**config.mk**
```make
export PLATFORM = sky130hd
export DESIGN_NAME = pipelined_lod_normalizer_flat
export DESIGN_NICKNAME = d
export VERILOG_FILES = /design/src/rtl/pipelined_lod_normalizer_if.sv /design/src/rtl/pipelined_lod_normalizer.sv /design/src/flat_wrapper.sv
export SDC_FILE = /design/constraint.sdc
export NUM_CORES = 1
export LEC_CHECK = 0
export ABC_AREA = 1
export BUFFER_PORTS_ARGS = -buffer_cell sky130_fd_sc_hd__buf_2
export CORE_ASPECT_RATIO = 1.4
export CORE_MARGIN = 2
export CORE_UTILIZATION = 35
export DETAILED_ROUTE_END_ITERATION = 10
export SETUP_SLACK_MARGIN = 0.3
export SLEW_MARGIN = 20
export SYNTH_ARGS = -nofsm -noshare
export SYNTH_HDL_FRONTEND = slang
export SYNTH_SLANG_ARGS = --single-unit
```
**constraint.sdc**
```tcl
create_clock -name clock -period 3.5 [get_ports clock]
set_clock_uncertainty 0.05 [all_clocks]
set_input_delay 0.7 -clock clock [delete_from_list [all_inputs] [get_ports clock]]
set_output_delay 0.7 -clock clock [all_outputs]
set_load 0.01 [all_outputs]
```
**src/rtl/pipelined_lod_normalizer_if.sv**
```systemverilog
// Handshake bundle for the leading-one normaliser: input valid/ready/bits
// and the result channel. The master side feeds beats and consumes results;
// the slave side is the normaliser itself.
interface pipelined_lod_normalizer_if #(
    parameter int WIDTH = 23,
    parameter int POS_W = $clog2(WIDTH + 1)
);
    logic             in_valid;
    logic             in_ready;
    logic [WIDTH-1:0] in_bits;
    logic             out_valid;
    logic             out_ready;
    logic [POS_W-1:0] out_pos;
    logic             out_zero;
    logic [POS_W-1:0] out_shift;
    logic [WIDTH-1:0] out_norm;

    modport master (
        output in_valid, in_bits, out_ready,
        input  in_ready, out_valid, out_pos, out_zero, out_shift, out_norm
    );

    modport slave (
        input  in_valid, in_bits, out_ready,
        output in_ready, out_valid, out_pos, out_zero, out_shift, out_norm
    );
endinterface

```
**src/rtl/pipelined_lod_normalizer.sv**
```systemverilog
// Two-stage leading-one detector and left-normaliser.
// S1 captures the mantissa with its leading-one position and zero flag;
// S2 holds the shift amount and normalised mantissa and drives every output.
// Each stage advances when its downstream slot is free or being emptied, so
// two beats can be buffered and the pipeline streams one beat per cycle.
module pipelined_lod_normalizer #(
    parameter int WIDTH = 23,
    parameter int POS_W = $clog2(WIDTH + 1)
) (
    input  logic                   clock,
    input  logic                   reset,
    pipelined_lod_normalizer_if.slave io
);

    localparam logic [POS_W-1:0] WIDTH_P = POS_W'(WIDTH);

    // Index+1 of the highest set bit, 0 for an all-zero word. Later
    // iterations overwrite earlier ones, so the highest set bit wins.
    function automatic logic [POS_W-1:0] lead_pos(input logic [WIDTH-1:0] v);
        logic [POS_W-1:0] p;
        p = '0;
        for (int i = 0; i < WIDTH; i++) begin
            if (v[i]) p = POS_W'(i + 1);
        end
        return p;
    endfunction

    logic             s1_valid_q, s1_valid_d;
    logic [WIDTH-1:0] s1_bits_q,  s1_bits_d;
    logic [POS_W-1:0] s1_pos_q,   s1_pos_d;
    logic             s1_zero_q,  s1_zero_d;

    logic             s2_valid_q, s2_valid_d;
    logic [POS_W-1:0] s2_pos_q,   s2_pos_d;
    logic             s2_zero_q,  s2_zero_d;
    logic [POS_W-1:0] s2_shift_q, s2_shift_d;
    logic [WIDTH-1:0] s2_norm_q,  s2_norm_d;

    logic s1_adv;
    logic s2_adv;

    // Stall control and next-state for both stages.
    always_comb begin
        // NOTE: every signal gets its hold value first so no path leaves it unassigned (no latches).
        s1_valid_d = s1_valid_q;
        s1_bits_d  = s1_bits_q;
        s1_pos_d   = s1_pos_q;
        s1_zero_d  = s1_zero_q;
        s2_valid_d = s2_valid_q;
        s2_pos_d   = s2_pos_q;
        s2_zero_d  = s2_zero_q;
        s2_shift_d = s2_shift_q;
        s2_norm_d  = s2_norm_q;

        s2_adv = !s2_valid_q || io.out_ready;
        s1_adv = !s1_valid_q || s2_adv;

        if (s1_adv) begin
            s1_valid_d = io.in_valid;
            if (io.in_valid) begin
                s1_bits_d = io.in_bits;
                s1_pos_d  = lead_pos(io.in_bits);
                s1_zero_d = (io.in_bits == '0);
            end
        end

        if (s2_adv) begin
            s2_valid_d = s1_valid_q;
            if (s1_valid_q) begin
                // pos <= WIDTH, so WIDTH - pos fits in POS_W bits; a zero
                // word yields shift = WIDTH and norm = 0 naturally.
                s2_pos_d   = s1_pos_q;
                s2_zero_d  = s1_zero_q;
                s2_shift_d = WIDTH_P - s1_pos_q;
                s2_norm_d  = s1_bits_q << (WIDTH_P - s1_pos_q);
            end
        end
    end

    // Pipeline registers; reset clears valids and data so outputs read 0.
    // NOTE: data registers are reset too because the outputs must read 0 right after reset.
    always_ff @(posedge clock or posedge reset) begin
        if (reset) begin
            s1_valid_q <= 1'b0;
            s1_bits_q  <= '0;
            s1_pos_q   <= '0;
            s1_zero_q  <= 1'b0;
            s2_valid_q <= 1'b0;
            s2_pos_q   <= '0;
            s2_zero_q  <= 1'b0;
            s2_shift_q <= '0;
            s2_norm_q  <= '0;
        end else begin
            // NOTE: non-blocking so every flop samples pre-edge values.
            s1_valid_q <= s1_valid_d;
            s1_bits_q  <= s1_bits_d;
            s1_pos_q   <= s1_pos_d;
            s1_zero_q  <= s1_zero_d;
            s2_valid_q <= s2_valid_d;
            s2_pos_q   <= s2_pos_d;
            s2_zero_q  <= s2_zero_d;
            s2_shift_q <= s2_shift_d;
            s2_norm_q  <= s2_norm_d;
        end
    end

    assign io.in_ready  = s1_adv;
    assign io.out_valid = s2_valid_q;
    assign io.out_pos   = s2_pos_q;
    assign io.out_zero  = s2_zero_q;
    assign io.out_shift = s2_shift_q;
    assign io.out_norm  = s2_norm_q;

endmodule

```
**src/flat_wrapper.sv**
```systemverilog
// flat-port wrapper written by rule: the top's interface ports become plain ports
module pipelined_lod_normalizer_flat 
#(
    parameter int WIDTH = 23,
    parameter int POS_W = $clog2(WIDTH + 1)
)
  (clock, reset, io_in_valid, io_in_bits, io_out_ready, io_in_ready, io_out_valid, io_out_pos, io_out_zero, io_out_shift, io_out_norm);
  pipelined_lod_normalizer_if #(.WIDTH(WIDTH), .POS_W(POS_W)) io_i ();
  input  logic clock;
  input  logic reset;
  input wire logic [$bits(io_i.in_valid)-1:0] io_in_valid;
  input wire logic [$bits(io_i.in_bits)-1:0] io_in_bits;
  input wire logic [$bits(io_i.out_ready)-1:0] io_out_ready;
  output wire logic [$bits(io_i.in_ready)-1:0] io_in_ready;
  output wire logic [$bits(io_i.out_valid)-1:0] io_out_valid;
  output wire logic [$bits(io_i.out_pos)-1:0] io_out_pos;
  output wire logic [$bits(io_i.out_zero)-1:0] io_out_zero;
  output wire logic [$bits(io_i.out_shift)-1:0] io_out_shift;
  output wire logic [$bits(io_i.out_norm)-1:0] io_out_norm;
  assign io_i.in_valid = io_in_valid;
  assign io_i.in_bits = io_in_bits;
  assign io_i.out_ready = io_out_ready;
  assign io_in_ready = io_i.in_ready;
  assign io_out_valid = io_i.out_valid;
  assign io_out_pos = io_i.out_pos;
  assign io_out_zero = io_i.out_zero;
  assign io_out_shift = io_i.out_shift;
  assign io_out_norm = io_i.out_norm;
  pipelined_lod_normalizer #(.WIDTH(WIDTH), .POS_W(POS_W)) u_core (.clock(clock), .reset(reset), .io(io_i));
endmodule
```
# Word-level counts from Yosys, hierarchy flattened
# Index checks and enable logic that the tools add are counted.
[classes] addsub=1 n_shift=1 n_reduce_logical=7 mux=23
[op_table] op="5-bit two-way mux" count=8
[op_table] op="4-bit two-way mux" count=8
[op_table] op="23-bit logical NOT" count=1
[op_table] op="23-bit by 5-bit left shift with 23-bit output" count=1
[op_table] op="3-bit two-way mux" count=4
[op_table] op="5-bit subtractor, first input constant" count=1
[op_table] op="2-bit two-way mux" count=2
[op_table] op="2-bit AND reduction" count=2
[op_table] op="1-bit logical NOT" count=2
[op_table] op="1-bit logical OR" count=2
[op_table] op="1-bit two-way mux" count=1
[word_totals] reg_bits=65 input_bits=27 output_inout_bits=36 elab_cells=41

# Logic depth before layout (Yosys ltp)
# Gate-level depths: netlist of the first run.
[logic_depth] depth_word=23 mapped_depth=23 depth_no_buf=23

# Least setup slack after synthesis of the first run
# OpenSTA, ideal clock, no wires.
[synth_timing] path_kind="input to register" from="input port io_in_bits[1]" to="register u_core.s1_pos_q[0]" arrival_time_ps=1639 slack_ps=1690 n_path_buf=0 cell_stages=23 setup_time_ps=120 t_required_ps=3330 path_cell_list="inv_1 nand2_1 nand2_1 nand2_1 nand2_1 nand2_1 nand2_1 nand2_1 nand2_1 nand2_1 nand2_1 nand2_1 nand2_1 nand2_1 nand2_1 nand2_1 nand2_1 nand2_1 nand2_1 nand2_1 nand2_1 nand2_1 nand2_1"
[synth_via] elab_chain_cells=22
[synth_lines] element="start, declared" line="flat_wrapper.sv:12" rtl="input wire logic [$bits(io_i.in_bits)-1:0] io_in_bits;"
[synth_lines] element="2-bit two-way mux (2 in a row)" line="pipelined_lod_normalizer.sv:23" rtl="if (v[i]) p = POS_W'(i + 1);"
[synth_lines] element="3-bit two-way mux (4 in a row)" line="pipelined_lod_normalizer.sv:23"
[synth_lines] element="4-bit two-way mux (8 in a row)" line="pipelined_lod_normalizer.sv:23"
[synth_lines] element="5-bit two-way mux (8 in a row)" line="pipelined_lod_normalizer.sv:23"
[synth_lines] element="end signal, assigned" line="pipelined_lod_normalizer.sv:97" rtl="s1_pos_q <= s1_pos_d;"
[synth_lines] element="end, declared" line="pipelined_lod_normalizer.sv:30" rtl="logic [POS_W-1:0] s1_pos_q, s1_pos_d;"
# Every way passes these cells.
# A chain may end at the register's enable or synchronous reset.

# Final worst setup path of the first run
[layout_timing] from="register u_core.s1_pos_q[0]" to="register u_core.s2_norm_q[16], in the netlist u_core.io.out_norm[16]"
[layout_via] elab_chain_cells=2
[layout_lines] element="5-bit subtractor" line="pipelined_lod_normalizer.sv:75" rtl="s2_norm_d = s1_bits_q << (WIDTH_P - s1_pos_q);"
[layout_lines] element="23-bit by 5-bit left shift with 23-bit output" line="pipelined_lod_normalizer.sv:75"
[layout_lines] element="end signal, assigned" line="pipelined_lod_normalizer.sv:103" rtl="s2_norm_q <= s2_norm_d;"
[layout_lines] element="end, declared" line="pipelined_lod_normalizer.sv:37" rtl="logic [WIDTH-1:0] s2_norm_q, s2_norm_d;"
# Every way passes these cells.

==> run metrics, run 1 <==
fill count=1087; global route overflow=0; DRC=0; Worst Hold End=u_core.io.out_norm[0]; DR iter-0 viols=180; post-synthesis mux area share=0.576%; Final Cycle Share=62.2%; CTS tree=yes; Ports=63; ys flop type=dfrtp_1; Resized cells post-CTS=0; Synth Area in XOR/XNOR=0%; post-layout net count=565; # rows=43; non-filler cells, final=677; worst r2r path cells=11; maximum clock rate=0.459 GHz; Post-synth EDFFs=0; Synth cell types=32; Clk Latency, worst-skew pair=0.33 ns; most frequent CP cell=nand2_1; Max clock buf depth=2; Synth top area share=46.1%; Peak VDD IR=0.267 mV; TritonCTS Sinks=64; crit path from=u_core.s1_pos_q[0]; Cell Area, Synth=3470 µm²; via count=3241; final setup TNS=0 ns; worst-path fanout max=28; WL final=8610 µm; DIE AREA=10800 µm²; synthesized-area fraction occupied by adder cells=0%; WP data arrival=2.34 ns; flops & latches, synth=64; clk root buf=clkbuf_16; largest family of logic cells by synthesized area=simple AND/OR/NAND/NOR gates; r2r endpoint=u_core.io.out_norm[16]; Required @ worst endpoint=3.67 ns; Post-Synth Simple-Gate Area=26.5%; Area growth syn-to-layout=19.0%; worst min-delay path class=reg -> reg; overall power=2.58 mW; dominant cells by area after synthesis=dfrtp_1 (46%), nand2_1 (19%), o21ai_0 (6.5%), o21ai_1 (4.9%), nor2_1 (4.0%); ANT nets after route=0; hold path startpoint=u_core.io.out_norm[0]; Worst setup EP type=register; Max Transition Viols Final=0; vias in the first global route=3001; proportion of layout cells with a drive suffix above 1=17.3%; RSZ-0062 raised after global routing=no; Worst path max stage delay=0.87 ns; FF-to-FF Start=u_core.s1_pos_q[0]; first-pass GRT wire length=14100 µm; worst-margin pin slew=0.876 ns; Clock transition at path regs=0.05 ns; CP cell instances=inv_4, nand2_1, nand2_1, nor2_1, a31oi_1, nand2_1, o21ai_1, nand2_1, o2111ai_1, o21ai_1, inv_1; final hold violation count=0; area of the multi-input gates=1560 µm²; router iterations before antenna repair=7; # hold bufs at CTS=0; minimum clock period=2.18 ns; async set-or-reset flop fraction in the synthesized netlist=100%; DIE WIDTH=88.2 µm; Leak Pwr=2.10 nW; yosys warns=0; vias per cell=4.79; Crit Path Category=reg -> reg; Worst R2R Setup Slack=1.32 ns; H-tree level count=3; Initial Util=35.5%; complex-gate fraction of the synthesized area=17.9%; area leader, netlist=dfrtp_1; syn_nets=513; Hold Crit Depth=2; diode count=0; TritonCTS Buffers=9; CP startpoint kind=register; part of the Yosys area used for sequential elements=46.1%; Detail Placement HPWL=6620 µm; Final Hold Slack=0.424 ns; count leader, synth=nand2_1; # port buffers=62; routability cong.=0.895; register area=1600 µm²; Syn Inst Count=486; Syn Area/Cell=7.15 µm²; CP max-delay cell=dfrtp_1; total of max-cap violations=0; die extent in y=122 µm; Rel. slew slack=41.5%; # Post-CTS Setup Buffers=0; top post-synthesis cells by count=nand2_1 (177), dfrtp_1 (64), o21ai_0 (45), nor2_1 (37), inv_1 (35); placed insts=662; # setup viols final=0; initial antenna violation count=0; status=complete, no violations; Std-Cell Core Area=9790 µm²; GRT Total Usage=17.1%; WL/cell=12.7 µm; PwrDens=623 nW/µm²; largest net degree at the start of global routing=48
worst max path at each step:
stage | end | slack, ns | cells after the start
2_1_floorplan | u_core.io.out_norm[0] | 1.15 | 1
3_3_place_gp | u_core.io.out_norm[13] | 1.36 | 7
3_5_place_dp | u_core.io.out_norm[16] | 1.34 | 11
4_1_cts | u_core.io.out_norm[16] | 1.32 | 11
5_1_grt | u_core.io.out_norm[16] | 1.10 | 11
6_report | u_core.io.out_norm[16] | 1.32 | 11
final cells by class:
| cell class | count | share of cell area [%] |
|---|---|---|
| sequential | 64 | 38.7 |
| multi-input combinational | 351 | 37.8 |
| timing repair buffer | 66 | 8.23 |
| clock buffer | 12 | 6.20 |
| inverter | 46 | 4.57 |
| tap | 135 | 4.08 |
| clock inverter | 3 | 0.423 |
state kept, by name, summed over array words and instances, names as in the netlist:
signal	count
u_core.io.out_shift	5
u_core.io.out_valid	1
u_core.s1_pos_q	5
u_core.io.out_norm	23
u_core.io.out_pos	4
u_core.s1_zero_q	1
u_core.s1_bits_q	23
u_core.io.out_zero	1
u_core.s1_valid_q	1
layout by cell type, fill, tap and decap left out:
cell / instances
nand2_1: 177
dfrtp_1: 64
buf_2: 62
o21ai_0: 45
nor2_1: 37
inv_1: 34
o21ai_1: 34
nand3_1: 15
a21oi_1: 15
inv_2: 9
clkbuf_16: 9
o211ai_1: 5
buf_4: 4
o22ai_1: 3
a31oi_1: 3
nor2_2: 2
o31ai_1: 2
mux2i_1: 2
o221ai_1: 2
o2111ai_1: 2
clkbuf_8: 2
clkinv_2: 2
nand4_1: 1
or4_1: 1
nor2_4: 1
inv_4: 1
clkinv_1: 1
a32oi_1: 1
or2_1: 1
a41oi_1: 1
bufinv_8: 1
a22oi_1: 1
clkinvlp_4: 1
clkbuf_1: 1
through the flow:
step | worst slack (ns) | util (%) | area, µm²
final | 1.32 | 42.2 | 4140
after global placement | 1.36 | 39.4 | 3860
after CTS | 1.32 | 42.2 | 4140
after detailed placement | 1.34 | 39.4 | 3860
after floorplan | 1.15 | - | 3470
after global routing | 1.10 | 42.2 | 4140
power by group:
part | leakage [nW] | total, mW | internal (mW) | switching [mW]
Combinational | 1.20 | 0.726 | 0.275 | 0.451
Clock | 0.134 | 0.819 | 0.510 | 0.309
Sequential | 0.772 | 1.03 | 0.909 | 0.123
Total | 2.10 | 2.58 | 1.69 | 0.883
per-layer routing:
layer | up-vias | part of all wire (%) | global-route usage (%)
met1 | 1482 | 44 | 21.1
met4 | 0 | 1.8 | 6.53
met3 | 10 | 4.1 | 4.07
met5 | - | 0 | 0
li1 | 1674 | - | -
met2 | 75 | 50 | 28.6
worst max-delay path: cells and delay by family (launching register included):
kind | cells | cell delay (ns)
and+or+nand+nor | 5 | 0.47
AOI/OAI and AO/OA | 4 | 0.41
buffers and inverters | 2 | 0.25
DFF | 1 | 0.87
cells by family (layout without fill, tap and decap cells):
kind of cell / after synthesis / in the layout
compound gates: 114 / 114
buf+inv: 71 / 127
mux: 2 / 2
flops: 64 / 64
simple gates: 235 / 235
(Power assumes the default switching activity.)
==> inputs of run 2 (changes only) <==
clock period = 1.8 ns   (was 3.5 ns; I/O delays follow)
==> run metrics, run 2 (same netlist as run 1, synthesis figures left out) <==
# setup viols final=0; minimum clock period=1.63 ns; DR iter-0 viols=148; Clock power frac=32.9%; DIE WIDTH=88.2 µm; P_int=3.54 mW; most frequent CP cell=nand2_1; final setup TNS=0 ns; global route overflow=0; total of max-cap violations=0; Detail Placement HPWL=6600 µm; Clk Latency, worst-skew pair=0.34 ns; WL final=8840 µm; post-layout net count=583; most frequent cells in the layout=nand2_1 (174), dfrtp_1 (63), buf_2 (60); RSZ-0062 raised after global routing=yes; diode count=0; DRC=0; CTS tree=yes; Final Cycle Share=90.5%; non-filler cells, final=696; clk root buf=clkbuf_16; Leak Pwr=2.23 nW; Max clock buf depth=2; TritonCTS Buffers=9; Logic pwr share=29.9%; PwrDens=1190 nW/µm²; WL/cell=12.7 µm; Clock transition at path regs=0.05 ns; worst min-delay path class=in -> async; ANT nets after route=0; DIE AREA=10800 µm²; worst-path fanout max=25; Ports=63; CP max-delay cell=dfrtp_2; Rel. slew slack=62.3%; initial antenna violation count=0; Std-Cell Core Area=9790 µm²; Area growth syn-to-layout=28.1%; largest net degree at the start of global routing=65; CP cell instances=buf_12, nand2_1, nand2_1, nor2_1, a31oi_2, nand2_1, o21ai_1, nand2_1, o2111ai_1, o21ai_1, inv_1; proportion of layout cells with a drive suffix above 1=23.2%; worst-margin pin slew=0.565 ns; Crit Path Category=reg -> reg; most common cell after layout, fill and taps aside=nand2_1; final hold violation count=0; Peak VDD IR=0.438 mV; via count=3352; Seq pwr share=37.2%; H-tree level count=3; Worst setup EP type=register; routability cong.=0.849; WP data arrival=1.85 ns; Worst path max stage delay=0.43 ns; die extent in y=122 µm; maximum clock rate=0.614 GHz; TritonCTS Sinks=64; Max Transition Viols Final=0; vias per cell=4.82; CP startpoint kind=register; vias in the first global route=3150; # port buffers=62; # hold bufs at CTS=0; # rows=43; placed insts=671; GRT Total Usage=17.5%; Net Sw Frac=33.3%; Initial Util=35.5%; Switch Pwr=1.77 mW; Required @ worst endpoint=2.02 ns; first-pass GRT wire length=14700 µm; status=complete, no violations; router iterations before antenna repair=5
run 2: cell types whose count changed in the layout (fill, tap and decap cells not counted), sizes merged:
cell and delta:
clkbuf +1, buf +18, inv -1, bufinv +1
run 2: worst paths after layout:
check                                        from                      to  slack (ns)  cells after the start
setup / recovery               u_core.s1_pos_q[0]  u_core.io.out_norm[16]        0.17                     11
hold / removal                              reset    u_core.io.out_pos[4]        0.06                      3
setup reg to reg               u_core.s1_pos_q[0]  u_core.io.out_norm[16]        0.17                     11
hold reg to reg            u_core.io.out_shift[2]  u_core.io.out_shift[2]        0.42                      2
max in group asynchronous                   reset      u_core.s1_pos_q[0]        1.37                      3
min in group clock                  io_in_bits[0]     u_core.s1_bits_q[0]        0.23                      3
run 2: power groups by stage:
stage	combinational, mW	sequential (mW)	clock [mW]
global placement	1.50	1.98	0
detailed placement	1.52	1.99	0
global route	1.81	2.01	1.83
floorplan	0.869	2.07	0
finish	1.59	1.98	1.75
CTS	1.57	1.98	1.77
run 2: critical path, delay by kind of cell (launching register included):
family,cells,cell delay (ns)
compound gates,4,0.50
simple gates,5,0.35
buf+inv,2,0.24
flops,1,0.43
run 2: what timing repair did:
action                     CTS  global route
setup buffers                5             4
setup endpoints to repair   22            27
pin swaps                    2            11
gates resized for setup     16            17
run 2: layer usage:
metal / wire [µm] / GRT usage, %
met4: 215 / 8.05
met3: 353 / 3.66
met2: 4420 / 29.5
met1: 3850 / 21.2
met5: 0 / 0
run 2: layout make-up:
class | count | area (µm²)
Inverter | 46 | 200
Timing Repair Buffer | 84 | 542
Clock buffer | 13 | 260
Clock inverter | 3 | 40.0
Tap cell | 135 | 169
Fill cell | 1085 | 5340
Multi-Input combinational cell | 351 | 1640
Sequential cell | 64 | 1600
run 2: stage by stage:
stage | cell area, µm² | setup WS [ns] | utilization (%) | total power [mW] | hold slack, ns
6_report | 4450 | 0.171 | 45.4 | 5.32 | 0.0650
5_1_grt | 4450 | 0.0669 | 45.4 | 5.65 | 0.0988
4_1_cts | 4370 | 0.181 | 44.6 | 5.32 | 0.0719
3_5_place_dp | 3970 | 0.0489 | 40.6 | 3.52 | 0.418
3_3_place_gp | 3970 | 0.0481 | 40.6 | 3.49 | 0.414
2_1_floorplan | 3480 | 0.322 | - | 2.94 | 0.403
